<file path="config.mk">
export PLATFORM = sky130hd
export DESIGN_NAME = key_repeat_pulser
export DESIGN_NICKNAME = d
export VERILOG_FILES = /design/src/rtl/key_repeat_pulser_pkg.sv /design/src/rtl/key_repeat_pulser_sync2.sv /design/src/rtl/key_repeat_pulser.sv
export SDC_FILE = /design/constraint.sdc
export NUM_CORES = 1
export LEC_CHECK = 0
export ABC_AREA = 0
export CELL_PAD_IN_SITES_DETAIL_PLACEMENT = 1
export CELL_PAD_IN_SITES_GLOBAL_PLACEMENT = 1
export CORE_ASPECT_RATIO = 1.25
export CORE_MARGIN = 1
export CORE_UTILIZATION = 35
export DETAILED_ROUTE_END_ITERATION = 8
export HOLD_SLACK_MARGIN = 0.1
export PLACE_DENSITY = 0.71
export SETUP_SLACK_MARGIN = 0.2
export SLEW_MARGIN = 10
export SYNTH_ARGS = -nofsm -noshare
export SYNTH_HDL_FRONTEND = slang
export SYNTH_SLANG_ARGS = --single-unit
</file>
<file path="constraint.sdc">
create_clock -name clock -period 3 [get_ports clock]
set_input_delay 0.9 -clock clock [delete_from_list [all_inputs] [get_ports clock]]
set_output_delay 0.9 -clock clock [all_outputs]
set_load 0.05 [all_outputs]
</file>
<file path="src/rtl/key_repeat_pulser_pkg.sv">
// Shared types and default timing for the key repeat pulser.
// Defaults assume a 50 MHz system clock.
package key_repeat_pulser_pkg;

  typedef enum logic [2:0] {
    IDLE       = 3'd0,
    DB_PRESS   = 3'd1,
    HELD       = 3'd2,
    REPEAT     = 3'd3,
    DB_RELEASE = 3'd4
  } state_t;

  localparam int DEBOUNCE_DEF = 500000;
  localparam int HOLD_DEF     = 25000000;
  localparam int REPEAT_DEF   = 5000000;

  function automatic int max3(
    input int a,
    input int b,
    input int c
  );
    int m;
    m = (a > b) ? a : b;
    return (m > c) ? m : c;
  endfunction

endpackage

</file>
<file path="src/rtl/key_repeat_pulser_sync2.sv">
// Two-flop synchronizer for an asynchronous level.
// Both flops reset to a selectable value.
module key_repeat_pulser_sync2
  import key_repeat_pulser_pkg::*;
#(
  parameter logic RST_VAL = 1'b1
) (
  input  logic clock,
  input  logic resetn,
  input  logic d,
  output logic q
);

  logic meta;

  // two-stage capture of the raw input
  always_ff @(posedge clock or negedge resetn) begin
    if (!resetn) begin
      meta <= RST_VAL;
      q    <= RST_VAL;
    end else begin
      meta <= d;
      q    <= meta;
    end
  end

endmodule

</file>
<file path="src/rtl/key_repeat_pulser.sv">
// Debounced key to single-cycle enable pulses with auto-repeat.
// One shared counter times debounce, hold and repeat intervals.
module key_repeat_pulser
  import key_repeat_pulser_pkg::*;
#(
  parameter int DEBOUNCE_CYCLES = DEBOUNCE_DEF,
  parameter int HOLD_CYCLES     = HOLD_DEF,
  parameter int REPEAT_CYCLES   = REPEAT_DEF
) (
  input  logic clock,
  input  logic resetn,
  input  logic key_n,
  input  logic enable_in,
  output logic pulse,
  output logic pressed,
  output logic repeating
);

  localparam int CW = $clog2(max3(
    DEBOUNCE_CYCLES, HOLD_CYCLES, REPEAT_CYCLES));

  localparam logic [CW-1:0] DB_TC =
    CW'(DEBOUNCE_CYCLES - 1);
  localparam logic [CW-1:0] HOLD_TC =
    CW'(HOLD_CYCLES - 1);
  localparam logic [CW-1:0] REP_TC =
    CW'(REPEAT_CYCLES - 1);

  logic          key_s;
  state_t        state_q;
  state_t        state_d;
  logic [CW-1:0] cnt_q;
  logic [CW-1:0] cnt_d;
  logic          fire;

  key_repeat_pulser_sync2 #(
    .RST_VAL(1'b1)
  ) u_sync (
    .clock (clock),
    .resetn(resetn),
    .d     (key_n),
    .q     (key_s)
  );

  // next state, shared counter and pulse request
  always_comb begin
    state_d = state_q;
    cnt_d   = cnt_q + 1'b1;
    fire    = 1'b0;
    unique case (state_q)
      IDLE: begin
        cnt_d = '0;
        if (!key_s) state_d = DB_PRESS;
      end
      DB_PRESS: begin
        if (key_s) begin
          state_d = IDLE;
          cnt_d   = '0;
        end else if (cnt_q == DB_TC) begin
          state_d = HELD;
          cnt_d   = '0;
          fire    = 1'b1;
        end
      end
      HELD: begin
        if (key_s) begin
          state_d = DB_RELEASE;
          cnt_d   = '0;
        end else if (cnt_q == HOLD_TC) begin
          state_d = REPEAT;
          cnt_d   = '0;
          fire    = 1'b1;
        end
      end
      REPEAT: begin
        if (key_s) begin
          state_d = DB_RELEASE;
          cnt_d   = '0;
        end else if (cnt_q == REP_TC) begin
          cnt_d = '0;
          fire  = 1'b1;
        end
      end
      DB_RELEASE: begin
        if (!key_s) begin
          state_d = HELD;
          cnt_d   = '0;
        end else if (cnt_q == DB_TC) begin
          state_d = IDLE;
          cnt_d   = '0;
        end
      end
      default: begin
        state_d = IDLE;
        cnt_d   = '0;
      end
    endcase
  end

  // state, counter and registered outputs
  always_ff @(posedge clock or negedge resetn) begin
    if (!resetn) begin
      state_q   <= IDLE;
      cnt_q     <= '0;
      pulse     <= 1'b0;
      pressed   <= 1'b0;
      repeating <= 1'b0;
    end else begin
      state_q   <= state_d;
      cnt_q     <= cnt_d;
      pulse     <= fire & enable_in;
      pressed   <= (state_d == HELD) ||
                   (state_d == REPEAT) ||
                   (state_d == DB_RELEASE);
      repeating <= (state_d == REPEAT);
    end
  end

endmodule

</file>
-- Word level (Yosys, flattened, before mapping)
Cells that the tools add are included.
- add/subtract/negate cells: 1
- equal/unequal tests: 10
- mux-type cells: 24
- bitwise gates (word level): 1
- reduce and logical (&&, ||, !) cells: 3
- operators with widths (cell ; number):
    $mux W25 ; 7
    $pmux W25 S4 ; 1
    $add A25 B1 Y25 const B ; 1
    $eq A25 B19 Y1 const B ; 1
    $eq A25 B23 Y1 const B ; 1
    $eq A25 B25 Y1 const B ; 1
    $mux W3 ; 8
    $pmux W3 S5 ; 1
    $eq A3 B2 Y1 const B ; 4
    $eq A3 B3 Y1 const B ; 2
    $mux W1 ; 6
    $eq A3 B1 Y1 const B ; 1
    $logic_not A3 Y1 ; 1
    $pmux W1 S3 ; 1
    $logic_or A1 B1 Y1 ; 2
    $and A1 B1 Y1 ; 1
- register bits after elaboration: 33
- bits of input ports: 4
- logic and storage cells: 46

-- Logic depth before layout (Yosys ltp)
Gate-level depths: netlist of run 1.
- word-level depth: 7
- mapped depth: 8
- gate-level depth less buffers: 6

-- Modules after synthesis
Synthesis of run 1 repeated with hierarchy kept, for this count alone.
- cells, all modules: 172
- area total of the unflattened synthesis: 1697.9 µm²
- modules (own cells, without submodules) (module ; instances ; cells an instance ; area each (µm²) ; sequential area each (µm²)):
    key_repeat_pulser ; 1 ; 170 ; 1645.3 ; 775.7
    key_repeat_pulser_sync2 ; 1 ; 2 ; 52.6 ; 52.6

-- Least setup slack after synthesis of run 1
No wires, ideal clock.
- path type: register to register
- start: register cnt_q[5]
- end: register cnt_q[12]
- setup time: 0.119 ns
- arrival time: 2.118 ns
- setup slack: 0.763 ns
- stages on the path, launching flop included: 7
- period minus slack after synthesis: 2.237 ns
- cell sequence: dfrtp_1 -> or4_1 -> or3_1 -> or4_4 -> a22oi_4 -> buf_6 -> nor2_1
- longest elaborated chain between the ends: 4
- elaborated cells on any way between the ends: 12
- classes of those cells: 1 x add/sub; 3 x eq/ne; 8 x mux
- ends and longest elaborated chain (what ; RTL line ; text):
    start: declaration ; key_repeat_pulser.sv:32 ; logic [CW-1:0] cnt_q;
    start signal: assignment ; key_repeat_pulser.sv:110 ; cnt_q <= cnt_d;
    $add A25 B1 Y25, or another cell as far along ; key_repeat_pulser.sv:48 ; cnt_d = cnt_q + 1'b1;
    $mux W25, on equally long branches (2 in a row) ; -- ;
    $pmux W25 S4 (*) ; key_repeat_pulser.sv:50 ; unique case (state_q)
    net cnt_d[12] ; key_repeat_pulser.sv:33 ; logic [CW-1:0] cnt_d;
Mark *: on every way through the listed nets, which the timed path passes. The rest lies on a longest branch.

-- Final worst setup path of run 1
- start: register cnt_q[5]
- end: register cnt_q[13]
The elaborated chain is that of the path after synthesis.

==> flow_summary.toml, run 1 <==
[outcome]
outcome = "finished, final reports clean"

[global_routing]
number_of_antenna_violations_at_the_first_check_in_global_routing = 0
grt_overflow = 0
first_global_vias = 1393
grt_first_pass_wirelength_microns = 6770
grt_start_max_net_pins = 34
globalRouteTotalUtil_pct = 17.3

[power]
power.density_cell_area_mw_per_mm2 = 500
ir_drop_uv = 299
total_power_mw = 0.979
total_leakage_power_nw = 0.826

[placement]
place.gp.congestion = 0.850
buffer_ports.inserted = 6
hpwl_microns = 2730

[die]
start_util_pct = 37.5
core_area_sq_mm = 0.00453
overall_die_area_sq_mm = 0.00514
boundaryPins = 7
floorplan.die.height_microns = 79.9
std_cell_rows = 27
dieWidth_microns = 64.3

[sta]
worst_skew_ps = 7.71
post-route-min-period_ps = 2420
slew_headroom_pct = 44.5
slew_violations = 0
timing.final.setup_violations = 0
fin_crit_sh_pct = 80.7
slew_of_the_pin_with_the_lowest_slew_margin_ps = 825
fmax_mhz = 413
setup-tns-final_ps = 0
rsz_0062_raised_after_global_routing = "no"
final_report_hold_violation_count = 0

[final_layout]
layout.cells.most_common = "dfrtp_1"
drive_above_1_share_pct = 8.65
layout_area_growth_over_synthesis_pct = 15.3
most-common-layout-cells = "31 x dfrtp_1, 30 x nor2_1, 18 x xor2_1"
antenna_cells = 0
fill_cells = 529
fin_nets = 189

[cts]
ctsLongestPathBuffers = 2
clock_sink_count = 33
clk-insertion-delay-late_ps = 290
ctsHoldBuffers = 0
cts-buffers-inserted = 5
tritoncts = "built"
post_cts_buffers = 0
clock_pin_slew_reported_for_the_worst_setup_and_hold_paths_after_clock_tree_synthesis_ps = 70
root_buffer = "clkbuf_8"
ctsHtreeMaxLevel = 2
cts-resized-gates = 0

[logic_synthesis]
synth_enable_flop_cells = 0
postSynthRegisterBits = 33
syn-instance-count = 172
async_flop_share_pct = 100
synth.lib_cells_used.distinct = 35
yosys_warnings = 0
top_ff_cell_synth = "dfrtp_1"
post_synth.cell_area_avg_sq_um = 9.87
synth_fp_nets = 177
ys_seq_area_share_pct = 48.8
synth_area_sq_mm = 0.00170

[detailed_routing]
route.detailed.wl_per_inst_microns = 15.7
first_pass_iters = 4
wl_microns = 3830
final_ant_viol_nets = 0
drc_errors = 0
drt-initial-drc-count = 30
dr_total_vias = 1313
drt-vias-per-instance = 5.40

[min_path]
hp-class = "flop to flop"

[setup_path]
crit_type = "flop to flop"
arrival_time_worst_endpoint_ps = 2590
worst-path-max-fanout = 25
cp_data_required_time_ps = 3170
critPathLaunchType = "flop"
crit_path_end_kind = "flop"

[job]
maxCapViolations = 0
## state kept, by name, summed over array words and instances (netlist names)
signal / count
repeating: 1
pulse: 1
u_sync.q: 1
u_sync.meta: 1
state_q: 3
cnt_q: 25
pressed: 1
## cell usage after synthesis (2+ instances only)
cell type	count	area, sq um
a21oi_1	2	10.0
and2_1	2	12.5
and3_1	7	43.8
and4_1	3	26.3
and4b_1	2	20.0
buf_6	2	22.5
clkbuf_1	2	7.51
dfrtp_1	31	776
dfstp_2	2	52.6
inv_1	3	11.3
nand2_1	11	41.3
nand2b_1	2	12.5
nand3_1	10	50.1
nand4_1	10	62.6
nor2_1	30	113
nor2b_1	3	18.8
nor3_1	3	15.0
nor4_1	3	18.8
nor4bb_1	2	20.0
o211ai_1	2	15.0
or3_1	2	12.5
or4_1	4	30.0
xnor2_1	5	43.8
xor2_1	18	158
## where the power goes
| part | leakage [nW] | internal [mW] | switching [mW] |
|---|---|---|---|
| sequential | 0.451 | 0.449 | 0.00383 |
| combinational | 0.307 | 0.00931 | 0.0177 |
| clock | 0.0681 | 0.330 | 0.169 |
## worst max-delay path, cell delays in order (launching register included)
cell,delay (ps)
dfrtp_1,460
or4_1,510
or3_1,310
or4_4,450
a22oi_4,190
buf_4,290
nor2_1,90
## layout make-up
type	count	area, sq um	share of cell area (%)
clock buffers	5	68.8	3.52
clock inverters	3	65.1	3.32
inverters	3	11.3	0.575
multi-input cells	132	828	42.3
flip-flops and latches	33	828	42.3
well taps	58	72.6	3.71
repair buffers	9	82.6	4.22
## routing by layer
layer  GRT usage (%)  wire length, microns  up-vias
li1                -                     -      626
met1            20.1                  1680      664
met2            30.1                  1980       16
met3            4.86                   107        7
met4            5.78                    60        0
met5               0                     0        -
## logic make-up (layout without fill, tap and decap cells)
| family | Yosys count | in the layout | share of synthesized area [%] |
|---|---|---|---|
| muxes | 1 | 1 | 0.590 |
| DFF | 33 | 33 | 48.8 |
| buffers and inverters | 7 | 20 | 2.43 |
| and+or+nand+nor | 98 | 98 | 31.2 |
| adders and majority gates | 1 | 1 | 0.737 |
| AOI/OAI and AO/OA | 9 | 9 | 4.35 |
| xor gates and xnor gates | 23 | 23 | 11.9 |
## worst paths after layout
check | start | endpoint | slack, ps | cells after the start
max in group asynchronous | resetn | u_sync.meta$_DFF_PN1_ | 1670 | 2
hold reg to reg | u_sync.meta$_DFF_PN1_ | u_sync.q$_DFF_PN1_ | 360 | 0
setup reg to reg | cnt_q[5]$_DFF_PN0_ | cnt_q[13]$_DFF_PN0_ | 580 | 6
setup / recovery | cnt_q[5]$_DFF_PN0_ | cnt_q[13]$_DFF_PN0_ | 580 | 6
min in group asynchronous | resetn | state_q[1]$_DFF_PN0_ | 1010 | 2
hold / removal | u_sync.meta$_DFF_PN1_ | u_sync.q$_DFF_PN1_ | 360 | 0
## through the flow
stage	utilization [%]	hold slack (ps)	std cells	cell area (sq um)	setup slack, ps
floorplan	-	345	172	1700	763
finish	43.2	359	243	1960	578
global route	43.2	367	243	1960	433
detailed placement	40.3	351	235	1820	576
CTS	43.2	362	243	1960	574
global placement	40.3	350	235	1820	614
Note: power is estimated with default switching activity, not from simulation.
==> run 2: changes to the inputs <==
--- a/config.mk
+++ b/config.mk
@@ -13,7 +13,7 @@
 export CORE_UTILIZATION = 35
 export DETAILED_ROUTE_END_ITERATION = 8
 export HOLD_SLACK_MARGIN = 0.1
-export PLACE_DENSITY = 0.71
+export PLACE_DENSITY = 0.73
 export SETUP_SLACK_MARGIN = 0.2
 export SLEW_MARGIN = 10
 export SYNTH_ARGS = -nofsm -noshare
==> constraint.sdc (replaced) <==
create_clock -name clock -period 2.1 [get_ports clock]
set_input_delay 0.63 -clock clock [delete_from_list [all_inputs] [get_ports clock]]
set_output_delay 0.63 -clock clock [all_outputs]
set_load 0.05 [all_outputs]
==> run 2 against run 1 <==
Compared with the run above:
- the flow now finishes with violations (negative setup slack)
- die area is the same
- utilization is 4.0 points higher
- via count rose by 9.3%
- highest routed layer unchanged
==> flow_summary.toml, run 2 (synthesis gave the netlist of run 1 again) <==
[outcome]
outcome = "complete, but fails checks"
failed_checks = "negative setup slack"

[final_layout]
final_area_sq_mm = 0.00214
layout_area_growth_over_synthesis_pct = 25.9
largest_register_ffs = 25
fin_nets = 212
max_flop_register = "cnt_q"
layout_top_registers = "cnt_q: 25 flops, state_q: 3 flops"
most-common-layout-cells = "31 x dfrtp_1, 28 x nor2_1, 22 x buf_4"
final_core_utilization_pct = 47.2
drive_above_1_share_pct = 20.2
antenna_cells = 0
layout.cells.most_common = "dfrtp_1"

[detailed_routing]
route.detailed.wl_per_inst_microns = 16.6
first_pass_iters = 3
dr_total_vias = 1435
drc_errors = 0
drt-vias-per-instance = 5.39
final_ant_viol_nets = 0
wl_microns = 4410
drt-initial-drc-count = 48

[sta]
fin_crit_sh_pct = 107
slew_of_the_pin_with_the_lowest_slew_margin_ps = 721
worst_skew_ps = 5.34
rsz_0062_raised_after_global_routing = "yes"
slew_violations = 0
timing.final.setup_violations = 29
worst_slack_setup_final_ps = -137
fmax_mhz = 447
final_report_hold_violation_count = 0
post-route-min-period_ps = 2240
slew_headroom_pct = 51.5

[global_routing]
grt_use_met3_pct = 3.43
grtUsageMet2_pct = 36.3
grt_overflow = 0
globalRouteMet1Util_pct = 22.1
global_route.peak_usage_layer = "met2"
number_of_antenna_violations_at_the_first_check_in_global_routing = 0
first_global_vias = 1611
grt_first_pass_wirelength_microns = 7750
globalRouteTotalUtil_pct = 20.2
grt_start_max_net_pins = 34

[die]
std_cell_rows = 27
boundaryPins = 7
overall_die_area_sq_mm = 0.00514
dieWidth_microns = 64.3
start_util_pct = 37.5
floorplan.die.height_microns = 79.9
core_area_sq_mm = 0.00453

[cts]
root_buffer = "clkbuf_8"
clock_pin_slew_reported_for_the_worst_setup_and_hold_paths_after_clock_tree_synthesis_ps = 70
ctsHoldBuffers = 0
cts-buffers-inserted = 5
ctsLongestPathBuffers = 2
clk-insertion-delay-late_ps = 290
clock_sink_count = 33
ctsHtreeMaxLevel = 2
tritoncts = "built"

[setup_path]
crit_path_end_kind = "flop"
crit_type = "flop to flop"
cp_data_required_time_ps = 2280
critPathLaunchType = "flop"
worst-path-max-fanout = 6
arrival_time_worst_endpoint_ps = 2410

[placement]
place.gp.congestion = 0.828
buffer_ports.inserted = 6
placedInstanceArea_sq_mm = 0.00197
dp_slack_ps = -135
hpwl_microns = 3150

[min_path]
hp-class = "flop to flop"

[power]
total_leakage_power_nw = 0.956
power.density_cell_area_mw_per_mm2 = 619
ir_drop_uv = 427

[job]
maxCapViolations = 0
==> run 2: changes by cell type in the layout (fill, tap and decap cells not counted), moves of 2 or more <==
cell	change
buf_4	+19
buf_6	+4
clkdlybuf4s50_1	-3
dlygate4sd2_1	+3
nor2_1	-2
nor2_2	+2
==> run 2: metal layers <==
metal | wire length (microns) | share of wire (%)
met5 | 0 | 0
met4 | 107 | 2.4
met2 | 2400 | 55
met1 | 1820 | 41
met3 | 75 | 1.7
==> run 2: critical path: stages (launching register included) <==
cell and delay, ps:
dfrtp_1 380, or4_1 520, or3_1 310, or4_4 450, a22oi_4 230, buf_4 180
nor2_1 50
==> run 2: final timing paths <==
path	start	to	slack, ps	cells past startpoint
max in group asynchronous	resetn	u_sync.q$_DFF_PN1_	1010	2
min in group asynchronous	resetn	pressed$_DFF_PN0_	760	2
min	u_sync.meta$_DFF_PN1_	u_sync.q$_DFF_PN1_	360	0
max reg2reg	cnt_q[11]$_DFF_PN0_	cnt_q[6]$_DFF_PN0_	-140	6
max	cnt_q[11]$_DFF_PN0_	cnt_q[6]$_DFF_PN0_	-140	6
min reg2reg	u_sync.meta$_DFF_PN1_	u_sync.q$_DFF_PN1_	360	0
==> run 2: what timing repair did <==
| item | 4_1_cts | 5_1_grt |
|---|---|---|
| setup endpoints to repair | 33 | 30 |
| endpoints found under the hold margin | 0 | 0 |
| buffers inserted | 3 | 0 |
| pin swaps | 1 | 0 |
| cloned | 0 | 0 |
| resized for setup | 10 | 2 |
==> run 2: per-stage QoR <==
stage               hold slack, ps  instances  power (mW)  setup TNS, ps
global route                   366        266        1.36          -5220
global placement               347        255       0.702          -2060
finish                         356        266        1.32          -3570
detailed placement             348        255       0.704          -3320
CTS                            358        266        1.33          -3230
floorplan                      334        172       0.677          -2430
==> run 2: where the power goes <==
part	leakage, nW	total (mW)	switching, mW	internal, mW
clock network	0.0585	0.629	0.242	0.387
logic	0.446	0.0479	0.0294	0.0185
registers	0.451	0.646	0.00409	0.642
==> run 2: final cells by class <==
class / count / area, sq um
inverters: 3 / 11.3
clock buffers: 7 / 86.3
fillers: 526 / 2390
flip-flops and latches: 33 / 828
multi-input cells: 132 / 842
clock inverters: 1 / 30.0
well taps: 58 / 72.6
repair buffers: 32 / 267
==> run 3: changes to the inputs <==
--- a/config.mk
+++ b/config.mk
@@ -6,6 +6,7 @@
 export NUM_CORES = 1
 export LEC_CHECK = 0
 export ABC_AREA = 0
+export CAP_MARGIN = 25
 export CELL_PAD_IN_SITES_DETAIL_PLACEMENT = 1
 export CELL_PAD_IN_SITES_GLOBAL_PLACEMENT = 1
 export CORE_ASPECT_RATIO = 1.25
@@ -15,6 +16,7 @@
 export HOLD_SLACK_MARGIN = 0.1
 export PLACE_DENSITY = 0.73
 export SETUP_SLACK_MARGIN = 0.2
+export SKIP_CTS_REPAIR_TIMING = 1
 export SLEW_MARGIN = 10
 export SYNTH_ARGS = -nofsm -noshare
 export SYNTH_HDL_FRONTEND = slang
==> run 3 against run 2 <==
Compared with the run above:
- the flow still finishes with violations (negative setup slack)
- utilization down 0.055 points
- sequential cell count unchanged
- clock skew down 2.5 ps
- combinational power down 1%
- critical path depth unchanged
- worst setup slack better by 6.8 ps
==> flow_summary.toml, run 3 (synthesis gave the netlist of run 1 again) <==
[cts]
ctsLongestPathBuffers = 2
clock_pin_slew_reported_for_the_worst_setup_and_hold_paths_after_clock_tree_synthesis_ps = 70
clk-insertion-delay-late_ps = 290
root_buffer = "clkbuf_8"
clock_sink_count = 33
tritoncts = "built"
ctsHtreeMaxLevel = 2
cts-buffers-inserted = 5

[global_routing]
number_of_antenna_violations_at_the_first_check_in_global_routing = 0
grt_overflow = 0
first_global_vias = 1603
grt_first_pass_wirelength_microns = 7630
grt_start_max_net_pins = 34
globalRouteTotalUtil_pct = 19.8

[setup_path]
setup.reg_to_reg.worst_slack_ps = -130
timing.critical_path.depth = 6
crit_type = "flop to flop"
timing.critical_path.slowest_stage_cell = "or4_1"
arrival_time_worst_endpoint_ps = 2410
cpLargestDelayFamily = "simple AND/OR/NAND/NOR gates"
cp_slowest_stage_delay_ps = 520
worst-path-max-fanout = 6
startpoint = "cnt_q[11]$_DFF_PN0_"
reg_to_reg_startpoint = "cnt_q[11]$_DFF_PN0_"
cp_data_required_time_ps = 2280
cp-endpoint = "cnt_q[6]$_DFF_PN0_"
crit_path_end_kind = "flop"
crit-reg2reg-capture = "cnt_q[6]$_DFF_PN0_"
timing.critical_path.cells = "or4_1, or3_1, or4_4, a22oi_4, buf_4, nor2_1"
worstRegToRegCells = 6
critical_path_buf_inv_count = 1
critPathLaunchType = "flop"

[sta]
worst_skew_ps = 2.81
fmax_mhz = 448
finalHoldWorstSlack_ps = 357
post-route-min-period_ps = 2230
final_report_hold_violation_count = 0
slew_violations = 0
rsz_0062_raised_after_global_routing = "yes"
fin_crit_sh_pct = 106
slew_headroom_pct = 52.2
slew_of_the_pin_with_the_lowest_slew_margin_ps = 711
timing.final.setup_violations = 29
worst_slack_setup_final_ps = -130

[final_layout]
most-common-layout-cells = "31 x dfrtp_1, 29 x nor2_1, 22 x buf_4"
layout.cells.most_common = "dfrtp_1"
final_area_sq_mm = 0.00213
fin_nets = 211
final_core_utilization_pct = 47.2
largest_register_ffs = 25
antenna_cells = 0
max_flop_register = "cnt_q"
post_route_insts_no_fill = 265
drive_above_1_share_pct = 19.3
layout_area_growth_over_synthesis_pct = 25.7
layout_top_registers = "cnt_q: 25 flops, state_q: 3 flops"
fill_cells = 521

[outcome]
outcome = "complete, but fails checks"
failed_checks = "negative setup slack"

[die]
boundaryPins = 7
start_util_pct = 37.5
dieWidth_microns = 64.3
std_cell_rows = 27
floorplan.die.height_microns = 79.9
overall_die_area_sq_mm = 0.00514
core_area_sq_mm = 0.00453

[placement]
placedInstanceArea_sq_mm = 0.00197
hpwl_microns = 3150
place.gp.congestion = 0.828
buffer_ports.inserted = 6
dp_cells = 255

[detailed_routing]
drt-initial-drc-count = 46
first_pass_iters = 4
dr_total_vias = 1410
final_ant_viol_nets = 0
route.detailed.wl_per_inst_microns = 16.4
drt-vias-per-instance = 5.32
drc_errors = 0
wl_microns = 4330

[power]
ir_drop_uv = 427
power.density_cell_area_mw_per_mm2 = 619
total_leakage_power_nw = 0.991

[min_path]
hp-start = "u_sync.meta$_DFF_PN1_"
hp-class = "flop to flop"

[job]
maxCapViolations = 0
==> run 3: final cells by class <==
class / instances / area, sq um / area share (%)
multi-input combinational: 132 / 840 / 39.3
tap: 58 / 72.6 / 3.40
clock buffer: 7 / 86.3 / 4.04
sequential: 33 / 828 / 38.8
inverter: 3 / 11.3 / 0.528
timing repair buffer: 31 / 267 / 12.5
clock inverter: 1 / 30.0 / 1.41
==> run 3: worst min-delay path by stage <==
stage,endpoint,cells past startpoint
CTS,u_sync.q$_DFF_PN1_,0
floorplan,cnt_q[0]$_DFF_PN0_,0
detailed placement,u_sync.q$_DFF_PN1_,0
global route,u_sync.q$_DFF_PN1_,0
global placement,u_sync.q$_DFF_PN1_,0
finish,u_sync.q$_DFF_PN1_,0
==> run 3: metal layers <==
layer  track usage [%]  share of wire (%)
met1              21.7                 41
met2              35.8                 55
met3              3.29                2.3
met4              11.1                2.4
met5                 0                  0
==> run 3: power breakdown <==
group | internal, mW | leakage [nW] | switching [mW]
Sequential | 0.642 | 0.451 | 0.00392
Clock | 0.387 | 0.0585 | 0.242
Combinational | 0.0184 | 0.481 | 0.0287
Total | 1.05 | 0.991 | 0.275
==> run 3: worst register-to-register path, stage by stage, from the launching register on <==
cell     delay, ps
dfrtp_1        380
or4_1          520
or3_1          310
or4_4          450
a22oi_4        230
buf_4          180
nor2_1          50
==> run 3: through the flow <==
step / TNS [ps] / worst slack [ps] / power, mW
4_1_cts: -3840 / -161 / 1.33
3_3_place_gp: -2060 / -86.1 / 0.702
6_report: -3360 / -130 / 1.32
2_1_floorplan: -2430 / -114 / 0.677
5_1_grt: -5110 / -192 / 1.36
3_5_place_dp: -3320 / -135 / 0.704
